<file path="src/rtl/inst_fetch_unit.sv">
// Instruction fetch front end: owns the PC, addresses the combinational ROM and
// buffers {PC, Inst} pairs in a small prefetch FIFO that decode drains over valid/ready.
module inst_fetch_unit #(
  parameter logic [31:0] RESET_PC = 32'h0000_0000,
  parameter int          DEPTH    = 4
) (
  input  logic                       clk_i,
  input  logic                       rst_i,
  input  logic                       fetch_en_i,
  input  logic                       redirect_i,
  input  logic [31:0]                redirect_pc_i,
  output logic [31:0]                addr_o,
  input  logic [31:0]                inst_i,
  output logic                       out_valid_o,
  input  logic                       out_ready_i,
  output logic [31:0]                out_inst_o,
  output logic [31:0]                out_pc_o,
  output logic [$clog2(DEPTH):0]     count_o
);

  localparam int PTR_W = $clog2(DEPTH);
  localparam int CNT_W = PTR_W + 1;
  localparam logic [CNT_W-1:0] DEPTH_C = CNT_W'(DEPTH);

  logic [31:0]      pc_q, pc_d;
  logic [PTR_W-1:0] wr_ptr_q, wr_ptr_d;
  logic [PTR_W-1:0] rd_ptr_q, rd_ptr_d;
  logic [CNT_W-1:0] count_q, count_d;
  logic [31:0]      mem_pc_q   [DEPTH];
  logic [31:0]      mem_inst_q [DEPTH];

  logic out_valid;
  logic pop;
  logic push;

  assign out_valid = (count_q != '0);
  // Redirect wins over both ends: the flushed head must not count as consumed.
  assign pop  = out_valid & out_ready_i & ~redirect_i;
  assign push = fetch_en_i & ~redirect_i & ((count_q < DEPTH_C) | pop);

  always_comb begin
    pc_d     = pc_q;
    wr_ptr_d = wr_ptr_q;
    rd_ptr_d = rd_ptr_q;
    count_d  = count_q;
    if (redirect_i) begin
      pc_d     = redirect_pc_i & ~32'h3;
      wr_ptr_d = '0;
      rd_ptr_d = '0;
      count_d  = '0;
    end else begin
      if (push) begin
        pc_d     = pc_q + 32'd4;
        wr_ptr_d = wr_ptr_q + PTR_W'(1);
      end
      if (pop) begin
        rd_ptr_d = rd_ptr_q + PTR_W'(1);
      end
      case ({push, pop})
        2'b10:   count_d = count_q + CNT_W'(1);
        2'b01:   count_d = count_q - CNT_W'(1);
        default: count_d = count_q;
      endcase
    end
  end

  always_ff @(posedge clk_i) begin
    if (rst_i) begin
      pc_q     <= RESET_PC;
      wr_ptr_q <= '0;
      rd_ptr_q <= '0;
      count_q  <= '0;
      for (int i = 0; i < DEPTH; i++) begin
        mem_pc_q[i]   <= '0;
        mem_inst_q[i] <= '0;
      end
    end else begin
      pc_q     <= pc_d;
      wr_ptr_q <= wr_ptr_d;
      rd_ptr_q <= rd_ptr_d;
      count_q  <= count_d;
      if (push) begin
        mem_pc_q[wr_ptr_q]   <= pc_q;
        mem_inst_q[wr_ptr_q] <= inst_i;
      end
    end
  end

  assign addr_o      = pc_q;
  assign out_valid_o = out_valid;
  assign out_inst_o  = mem_inst_q[rd_ptr_q];
  assign out_pc_o    = mem_pc_q[rd_ptr_q];
  assign count_o     = count_q;

endmodule
</file>
<file path="config.mk">
export PLATFORM = sky130hd
export DESIGN_NAME = inst_fetch_unit
export DESIGN_NICKNAME = d
export VERILOG_FILES = /design/src/rtl/inst_fetch_unit.sv
export SDC_FILE = /design/constraint.sdc
export NUM_CORES = 1
export LEC_CHECK = 0
export BUFFER_PORTS_ARGS = -buffer_cell sky130_fd_sc_hd__buf_2
export CORE_MARGIN = 3
export CORE_UTILIZATION = 40
export DETAILED_ROUTE_END_ITERATION = 6
export PLACE_DENSITY = 0.63
export SLEW_MARGIN = 20
export SYNTH_ARGS = -nofsm -noshare
export SYNTH_HDL_FRONTEND = slang
export SYNTH_SLANG_ARGS = --single-unit
export TNS_END_PERCENT = 30
</file>
<file path="constraint.sdc">
create_clock -name clk_i -period 6.5 [get_ports clk_i]
set_clock_uncertainty 0.1 [all_clocks]
set_input_delay 0.325 -clock clk_i [delete_from_list [all_inputs] [get_ports clk_i]]
set_output_delay 0.325 -clock clk_i [all_outputs]
set_load 0.05 [all_outputs]
</file>
==> results.toml, run 1 <==
[outcome]
outcome = "finished clean"

[worst_hold_path]
worstHoldPathCells = 4
min_path_type = "input pin to register"

[clock_tree]
clock_sinks = 287
cts_max_path_buffers = 3
cts_buffers = 31
cts_tree = "yes"
clock_latency_ns = 0.54
cts_setup_buffers = 0
clk_root_buffer_cell = "clkbuf_16"
clk_pin_slew_ns = 0.06
htreeDepth = 1

[drt]
first_pass_iters = 5
vias_per_cell = 5.22
first_iter_violations = 484
antenna_left = 0
wl_mm = 31.1
routedWlPerCell_um = 20.7
vias = 7853
drcViolationCount = 0

[layout]
area_growth_pct = 20.8
diodes = 0
drive_gt1_share_pct = 28.0
nNetsFinal = 1152
nFillCells = 2731

[sta]
rsz0062_at_grt = "false"
worst_pin_slew_ns = 1.09
finalHoldViolCount = 0
period_needed_ns = 3.43
finalSetupViolations = 0
period_share_pct = 52.7
timing.hold.ws_ns = 0.0236
final_max_slew_viol_count = 0
tns_ns = 0
max_freq_mhz = 292
max_slew_margin_pct = 27.2

[die]
dieArea_um2 = 34400
core_um2 = 31600
die_w_um = 186
die_y_um = 186
initial_core_util_pct = 40.7
fp-row-count = 65
pin_count = 169

[power_and_ir_drop]
p_int_mw = 3.17
p_sw_share_pct = 24.5
clkPwrFrac_pct = 39.4
seq_power_share_pct = 50.8
power.leakage_nw = 6.01
p_sw_mw = 1.03
p_comb_share_pct = 9.8
p_per_area_nw_per_um2 = 270
vdd_drop_max_v = 0.000225

[logic_synthesis]
syn_inst = 886
yosys_register_bits = 287
synth_top_family_by_area = "simple AND/OR/NAND/NOR gates"
synth_area_leader_cell = "edfxtp_1"
yosysMostFrequentCell = "edfxtp_1"
synth-warning-count = 0
synthAdderAreaFrac_pct = 0.349
yosys.area_share.simple_pct = 17.5
yosysTopAreaCellShare_pct = 57.8
synth_compound_area_share_pct = 2.57
synthFlopType = "edfxtp_1"
yosysSeqAreaShare_pct = 63.8
syn-cell-area_um2 = 12900
synthMuxAreaShare_pct = 10.9
synth-edff-count = 248
synth_xor_area_share_pct = 2.11
async_flop_share_pct = 0
synth_area_leaders = "edfxtp_1 58%, mux4_2 11%, and2_1 8.7%, dfxtp_1 6.1%, and3_1 3.2%"
synth_cell_type_count = 56
synth_common_cells = "248 x edfxtp_1, 180 x and2_1, 66 x and3_1"
synth_area_per_cell_um2 = 14.5

[global_route]
grtUsageMet1_pct = 25.1
grt_max_degree = 123
use_met2_pct = 29.3
grt_usage_pct = 18.0
use_met3_pct = 3.75
grt_overflow = 0
antenna_found_initial = 1
grt_pass1_wl_mm = 47.5
grt_pass1_vias = 8077
grt-busiest-layer = "met2"

[critical_path]
path_cells = "nor2b_1, nor3_1, nand2_1, o21bai_4, buf_4"
cpMaxStageDelayCell = "nor3_1"
worstPathArrival_ns = 3.49
reg2reg_depth = 5
required_ns = 6.57
crit_path_end_kind = "register"
path_class = "register to register"
cpPeakStageDelay_ns = 0.73
start_kind = "register"
cp_max_fo = 40

[placed_design]
gp_congestion = 0.785
dp_hpwl_mm = 17.5
portBuffers = 162

[job]
max-cap-violations = 0
registers in the layout, indices dropped and copies added, names as in the netlist, named ones only:
signal and flops:
mem_pc_q 120, count_o 3, wr_ptr_q 2, mem_inst_q 128, rd_ptr_q 2, addr_o 30
metrics by stage:
step	setup WS, ns	power (mW)	std cells	utilization [%]	area [um2]
after global placement	2.89	2.56	1393	44.4	14000
after CTS	3.01	4.25	1505	49.2	15600
after floorplan	1.67	2.43	889	-	12900
final	3.07	4.20	1505	49.2	15600
after global routing	2.83	4.35	1505	49.2	15600
after detailed placement	2.85	2.56	1393	44.4	14000
kinds of logic (layout without fill, tap and decap cells):
kind of cell / Yosys count / after routing
and+or+nand+nor: 370 / 370
AOI/OAI and AO/OA: 49 / 49
adders and majority gates: 3 / 3
other: 1 / 4
DFF: 287 / 287
muxes: 63 / 63
xor gates and xnor gates: 31 / 31
buffers and inverters: 82 / 296
worst max-delay path, delay by kind of cell, from the launching register on:
kind | cells | cell delay, ns
buf+inv | 1 | 0.66
simple gates | 3 | 1.22
compound gates | 1 | 0.70
flops | 1 | 0.35
power groups by stage:
stage	sequential (mW)	clock (mW)	combinational (mW)
global route	2.14	1.77	0.440
floorplan	2.20	0	0.234
CTS	2.14	1.69	0.417
finish	2.13	1.66	0.412
detailed placement	2.17	0	0.389
global placement	2.17	0	0.387
routing by layer:
layer	share of wire, %	wire (um)
met5	0.022	7
met4	2.0	629
met3	6.1	1910
met2	47	14600
met1	45	14000
placed cells by master, fill, tap and decap left out, types with 14 or more instances in the layout:
| master | synthesis | final |
|---|---|---|
| mux4_2 | 62 | 62 |
| xnor2_1 | 21 | 21 |
| nor2_1 | 35 | 34 |
| dlygate4sd3_1 | 0 | 56 |
| clkbuf_16 | 0 | 31 |
| a211oi_1 | 14 | 14 |
| and3_1 | 66 | 65 |
| and2_1 | 180 | 180 |
| nand2_1 | 23 | 23 |
| dfxtp_1 | 39 | 37 |
| edfxtp_1 | 248 | 248 |
| buf_2 | 16 | 162 |
final cells by class:
type                            count  area, um2  area share (%)
Sequential cell                   287       8240            52.9
Clock inverter                     17        106           0.683
Clock buffer                       39        856            5.50
Timing Repair Buffer              227       1440            9.27
Tap cell                          402        503            3.23
Inverter                           13       48.8           0.313
Multi-Input combinational cell    520       4380            28.1
timing repair:
| item | CTS | global route |
|---|---|---|
| hold buffers | 56 | 0 |
| resized for setup | 0 | 0 |
| endpoints found under the hold margin | 121 | 0 |
worst paths after layout:
path | startpoint | slack [ns] | to
worst max-delay path | count_o[2] | 3.07 | mem_inst_q[1][31]
worst min register to register | count_o[2] | 0.44 | count_o[2]
worst max register to register | count_o[2] | 3.07 | mem_inst_q[1][31]
worst min-delay path | redirect_pc_i[24] | 0.02 | addr_o[24]
Power figures use the tool's default switching activity.
==> run 2, diff against run 1 <==
Settings changed: ABC_AREA set to 1.
Clock period 6.5 ns to 3.3 ns, I/O delays scaled along.
==> results.toml, run 2 <==
[outcome]
outcome = "finished clean"

[sta]
worst_slack_ns = 0.393
rsz0062_at_grt = "false"
final_max_slew_viol_count = 0
period_share_pct = 88.1
max_freq_mhz = 344
finalSetupViolations = 0
tns_ns = 0
max_slew_margin_pct = 41.7
worst_pin_slew_ns = 0.875
finalHoldViolCount = 0
period_needed_ns = 2.91

[placed_design]
gp_congestion = 0.871
dp_hpwl_mm = 20.2
portBuffers = 162
dp_slack_ns = 0.737
placed_area_um2 = 14600

[critical_path]
path_buf_inv = 2
cp_max_fo = 34
start_kind = "register"
r2r_slack_ns = 0.74
reg2reg_depth = 7
worstPathArrival_ns = 2.64
path_class = "register to output port"
path_cells = "buf_4, o21ai_0, o22ai_1, buf_2"
cpPeakStageDelay_ns = 0.76
required_ns = 3.03
crit_path_end_kind = "output port"
cp_num_cells = 4
cpMaxStageDelayCell = "dfxtp_2"
crit_family = "buffers and inverters"

[layout]
nNetsFinal = 1663
regMostFlops = "mem_inst_q"
final_cell_area_um2 = 16500
nFillCells = 3006
largest_reg_flops = 128
drive_gt1_share_pct = 20.5
diodes = 0
layout_common_cells = "362 x nor2_1, 248 x edfxtp_1, 164 x o21ai_0"
final_common_cell = "nor2_1"
area_growth_pct = 24.0

[drt]
first_pass_iters = 5
antenna_left = 0
wl_mm = 35.7
vias = 10500
drcViolationCount = 0
vias_per_cell = 5.10
routedWlPerCell_um = 17.4
first_iter_violations = 762

[logic_synthesis]
synth_area_leaders = "edfxtp_1 56%, nor2_1 10%, o21ai_0 6.2%, dfxtp_1 5.9%, nor2_4 3.6%"
synthMuxAreaShare_pct = 0
synth_compound_area_share_pct = 10.9
yosys_register_bits = 287
async_flop_share_pct = 0
synth_common_cells = "362 x nor2_1, 248 x edfxtp_1, 166 x o21ai_0"
synthAdderAreaFrac_pct = 0.339
syn_inst = 1378
syn-cell-area_um2 = 13300
synth_xor_area_share_pct = 0.198
synth_cell_type_count = 31
synth-warning-count = 0
synth_area_per_cell_um2 = 9.65
synth-edff-count = 248
yosysTopAreaCellShare_pct = 56.0
synth_top_family_by_area = "simple AND/OR/NAND/NOR gates"
yosysMostFrequentCell = "nor2_1"
synth_area_leader_cell = "edfxtp_1"
synthFlopType = "edfxtp_1"
yosysSeqAreaShare_pct = 61.9
yosys.area_share.simple_pct = 19.3

[worst_hold_path]
worstHoldPathCells = 5
min_path_type = "input pin to register"

[power_and_ir_drop]
total_power_mw = 8.87
power.leakage_nw = 6.35
vdd_drop_max_v = 0.000406
p_per_area_nw_per_um2 = 538

[clock_tree]
clock_sinks = 287
cts_resized = 0
clock_latency_ns = 0.55
cts_buffers = 31
htreeDepth = 1
clk_pin_slew_ns = 0.06
cts_tree = "yes"
clk_root_buffer_cell = "clkbuf_16"
cts_max_path_buffers = 3

[global_route]
antenna_found_initial = 0
grt_usage_pct = 19.7
grt_overflow = 0
grt_pass1_wl_mm = 55.8
grt_pass1_vias = 10300
grt_max_degree = 125

[die]
pin_count = 169
core_um2 = 32600
dieArea_um2 = 35500
die_w_um = 188
initial_core_util_pct = 40.8
fp-row-count = 66
die_y_um = 188

[job]
max-cap-violations = 0
[run 2: logic make-up after synthesis]
logic type	after synthesis
xor gates and xnor gates	3
buffers and inverters	240
and+or+nand+nor	576
other	1
AOI/OAI and AO/OA	268
adders and majority gates	3
DFF	287
[run 2: worst paths after layout]
kind / start / end
worst max-delay path: register / out_pc_o[17]
worst min register to register: rd_ptr_q[1] / register
worst min-delay path: fetch_en_i / wr_ptr_q[0]
worst max register to register: count_o[2] / addr_o[13]
[run 2: layout make-up]
class | count | area, um2 | share of cell area [%]
Sequential cell | 287 | 8230 | 49.9
Tap cell | 442 | 553 | 3.36
Timing Repair Buffer | 258 | 1830 | 11.1
Clock buffer | 39 | 826 | 5.01
Inverter | 159 | 602 | 3.65
Clock inverter | 18 | 274 | 1.66
Multi-Input combinational cell | 854 | 4170 | 25.3
[run 2: tightest hold or removal path, stage by stage]
cell and delay, ns:
buf_2 0.09, inv_1 0.08, nor2_4 0.04, nand2_4 0.21
a21oi_1 0.10
[run 2: routing by layer]
layer	track usage (%)	wire [um]	vias to the layer above
met4	5.18	877	0
met5	0	0	-
met1	26.6	15200	5032
li1	-	-	5030
met2	33.2	17200	367
met3	3.29	2450	58
[run 2: power breakdown]
part	switching, mW	total, mW	internal, mW
sequential	0.0700	4.18	4.11
combinational	0.712	0.965	0.253
clock	1.41	3.72	2.31
[run 2: what timing repair did]
item | 4_1_cts | 5_1_grt
hold buffers | 78 | 0
endpoints found under the hold margin | 151 | 0
buffers inserted | 0 | 0
[run 2: through the flow]
step / hold slack [ns] / util (%) / instances
2_1_floorplan: 0.214 / - / 1381
3_3_place_gp: 0.322 / 44.8 / 1922
3_5_place_dp: 0.327 / 44.8 / 1922
4_1_cts: 0.0818 / 50.5 / 2057
5_1_grt: 0.151 / 50.5 / 2057
6_report: 0.100 / 50.5 / 2057
==> run 3, diff against run 2 <==
Settings changed: PLACE_DENSITY 0.63 to 0.59.
==> results.toml, run 3 (synthesis gave the netlist of run 2 again) <==
[critical_path]
path_class = "register to output port"
reg2reg_depth = 7
path_buf_inv = 2
worstReg2RegEnd = "addr_o[13]"
worstPathArrival_ns = 2.62
cpPeakStageDelay_ns = 0.62
crit_path_end = "out_pc_o[12]"
cp_max_fo = 51
cp_num_cells = 4
cpMaxStageDelayCell = "dfxtp_4"
r2r_slack_ns = 0.70
start_kind = "register"
r2r-start = "count_o[2]"
crit_path_end_kind = "output port"
required_ns = 3.03
crit_family = "buffers and inverters"
path_cells = "buf_4, o21ai_0, o22ai_1, buf_2"

[layout]
drive_gt1_share_pct = 20.6
final_cell_area_um2 = 16500
area_growth_pct = 24.1
layout_common_cells = "362 x nor2_1, 248 x edfxtp_1, 164 x o21ai_0"
diodes = 0
final_common_cell = "nor2_1"
regMostFlops = "mem_inst_q"
nNetsFinal = 1673
nFillCells = 3011
largest_reg_flops = 128

[drt]
antenna_left = 0
wl_mm = 35.7
drcViolationCount = 0
first_pass_iters = 5
vias = 10500
routedWlPerCell_um = 17.3
vias_per_cell = 5.07
first_iter_violations = 596

[sta]
max_freq_mhz = 347
rsz0062_at_grt = "false"
worst_pin_slew_ns = 0.895
max_slew_margin_pct = 40.3
period_share_pct = 87.3
period_needed_ns = 2.88
finalHoldViolCount = 0
finalSetupViolations = 0
final_max_slew_viol_count = 0

[die]
dieArea_um2 = 35500
die_w_um = 188
initial_core_util_pct = 40.8
die_y_um = 188
core_um2 = 32600
pin_count = 169
fp-row-count = 66

[power_and_ir_drop]
p_comb_share_pct = 11.3
p_sw_share_pct = 25.2
p_sw_mw = 2.17
p_per_area_nw_per_um2 = 524
vdd_drop_max_v = 0.000403
seq_power_share_pct = 48.4
power.leakage_nw = 6.36
clkPwrFrac_pct = 40.4
p_int_mw = 6.47
total_power_mw = 8.64

[clock_tree]
htreeDepth = 1
cts_tree = "yes"
cts_setup_buffers = 0
cts_buffers = 31
clk_pin_slew_ns = 0.06
clock_sinks = 287
clk_root_buffer_cell = "clkbuf_16"
clock_latency_ns = 0.55
ctsHoldBuffers = 80
cts_max_path_buffers = 3
cts_resized = 0

[job]
max-cap-violations = 0

[global_route]
grt_usage_pct = 19.8
grt_max_degree = 64
antenna_found_initial = 0
grt_pass1_vias = 10300
grt_pass1_wl_mm = 56.1
grt_overflow = 0

[placed_design]
dp_hpwl_mm = 21.1
placed_area_um2 = 14700
portBuffers = 162
gp_congestion = 0.856

[outcome]
outcome = "finished clean"

[worst_hold_path]
min_path_type = "input pin to register"
-- run 3: cell count changes in the layout (fill, tap and decap cells not counted), moves of 2 or more --
cell / change
clkinv_2: -4
buf_4: +7
dlygate4sd3_1: +2
clkinv_1: +4
bufinv_16: -3
-- run 3: layout make-up --
class                           instances  area [um2]  area share, %
Clock inverter                         16         188           1.14
Sequential cell                       287        8230           49.9
Inverter                              159         602           3.65
Multi-Input combinational cell        854        4160           25.2
Clock buffer                           41         843           5.11
Timing Repair Buffer                  268        1920           11.6
Tap cell                              442         553           3.35
-- run 3: how the worst min path moves through the flow --
stage / startpoint / end / slack [ns] / cells after the start
2_1_floorplan: redirect_pc_i[10] / addr_o[10] / 0.21 / 2
3_3_place_gp: redirect_pc_i[9] / addr_o[9] / 0.32 / 3
3_5_place_dp: redirect_pc_i[9] / addr_o[9] / 0.32 / 3
4_1_cts: fetch_en_i / wr_ptr_q[0] / 0.08 / 5
5_1_grt: fetch_en_i / wr_ptr_q[0] / 0.12 / 5
6_report: fetch_en_i / wr_ptr_q[0] / 0.12 / 5
-- run 3: routing by layer --
metal / routed length (um) / GRT usage (%) / up-vias
met5: 0 / 0 / -
met4: 891 / 5.01 / 0
met3: 2440 / 3.61 / 62
met2: 16400 / 32.5 / 371
met1: 16000 / 27.3 / 4992
li1: - / - / 5048
-- run 3: power by group through the flow --
| stage | combinational (mW) | clock [mW] | sequential [mW] |
|---|---|---|---|
| after floorplan | 0.533 | 0 | 4.34 |
| after global placement | 0.900 | 0 | 4.25 |
| after detailed placement | 0.905 | 0 | 4.25 |
| after CTS | 0.983 | 3.56 | 4.18 |
| after global routing | 1.05 | 3.69 | 4.20 |
| final | 0.975 | 3.49 | 4.18 |
-- run 3: worst reg2reg max path: stages, from the launching register on --
cell	delay (ns)
dfxtp_1	0.35
nand2_1	0.10
nand2_4	0.25
nand2_1	0.55
inv_1	0.41
nand2_1	0.08
a31oi_1	0.17
dlygate4sd3_1	0.56
-- run 3: metrics by stage --
step           util (%)  TNS [ns]  hold WS [ns]  setup slack [ns]  cells
5_1_grt            50.6         0         0.121             0.232   2067
3_3_place_gp       45.0         0         0.323             0.903   1930
2_1_floorplan         -   -192.32         0.214             -1.05   1381
6_report           50.6         0         0.116             0.419   2067
3_5_place_dp       45.0         0         0.323             0.831   1930
4_1_cts            50.6         0        0.0846             0.322   2067
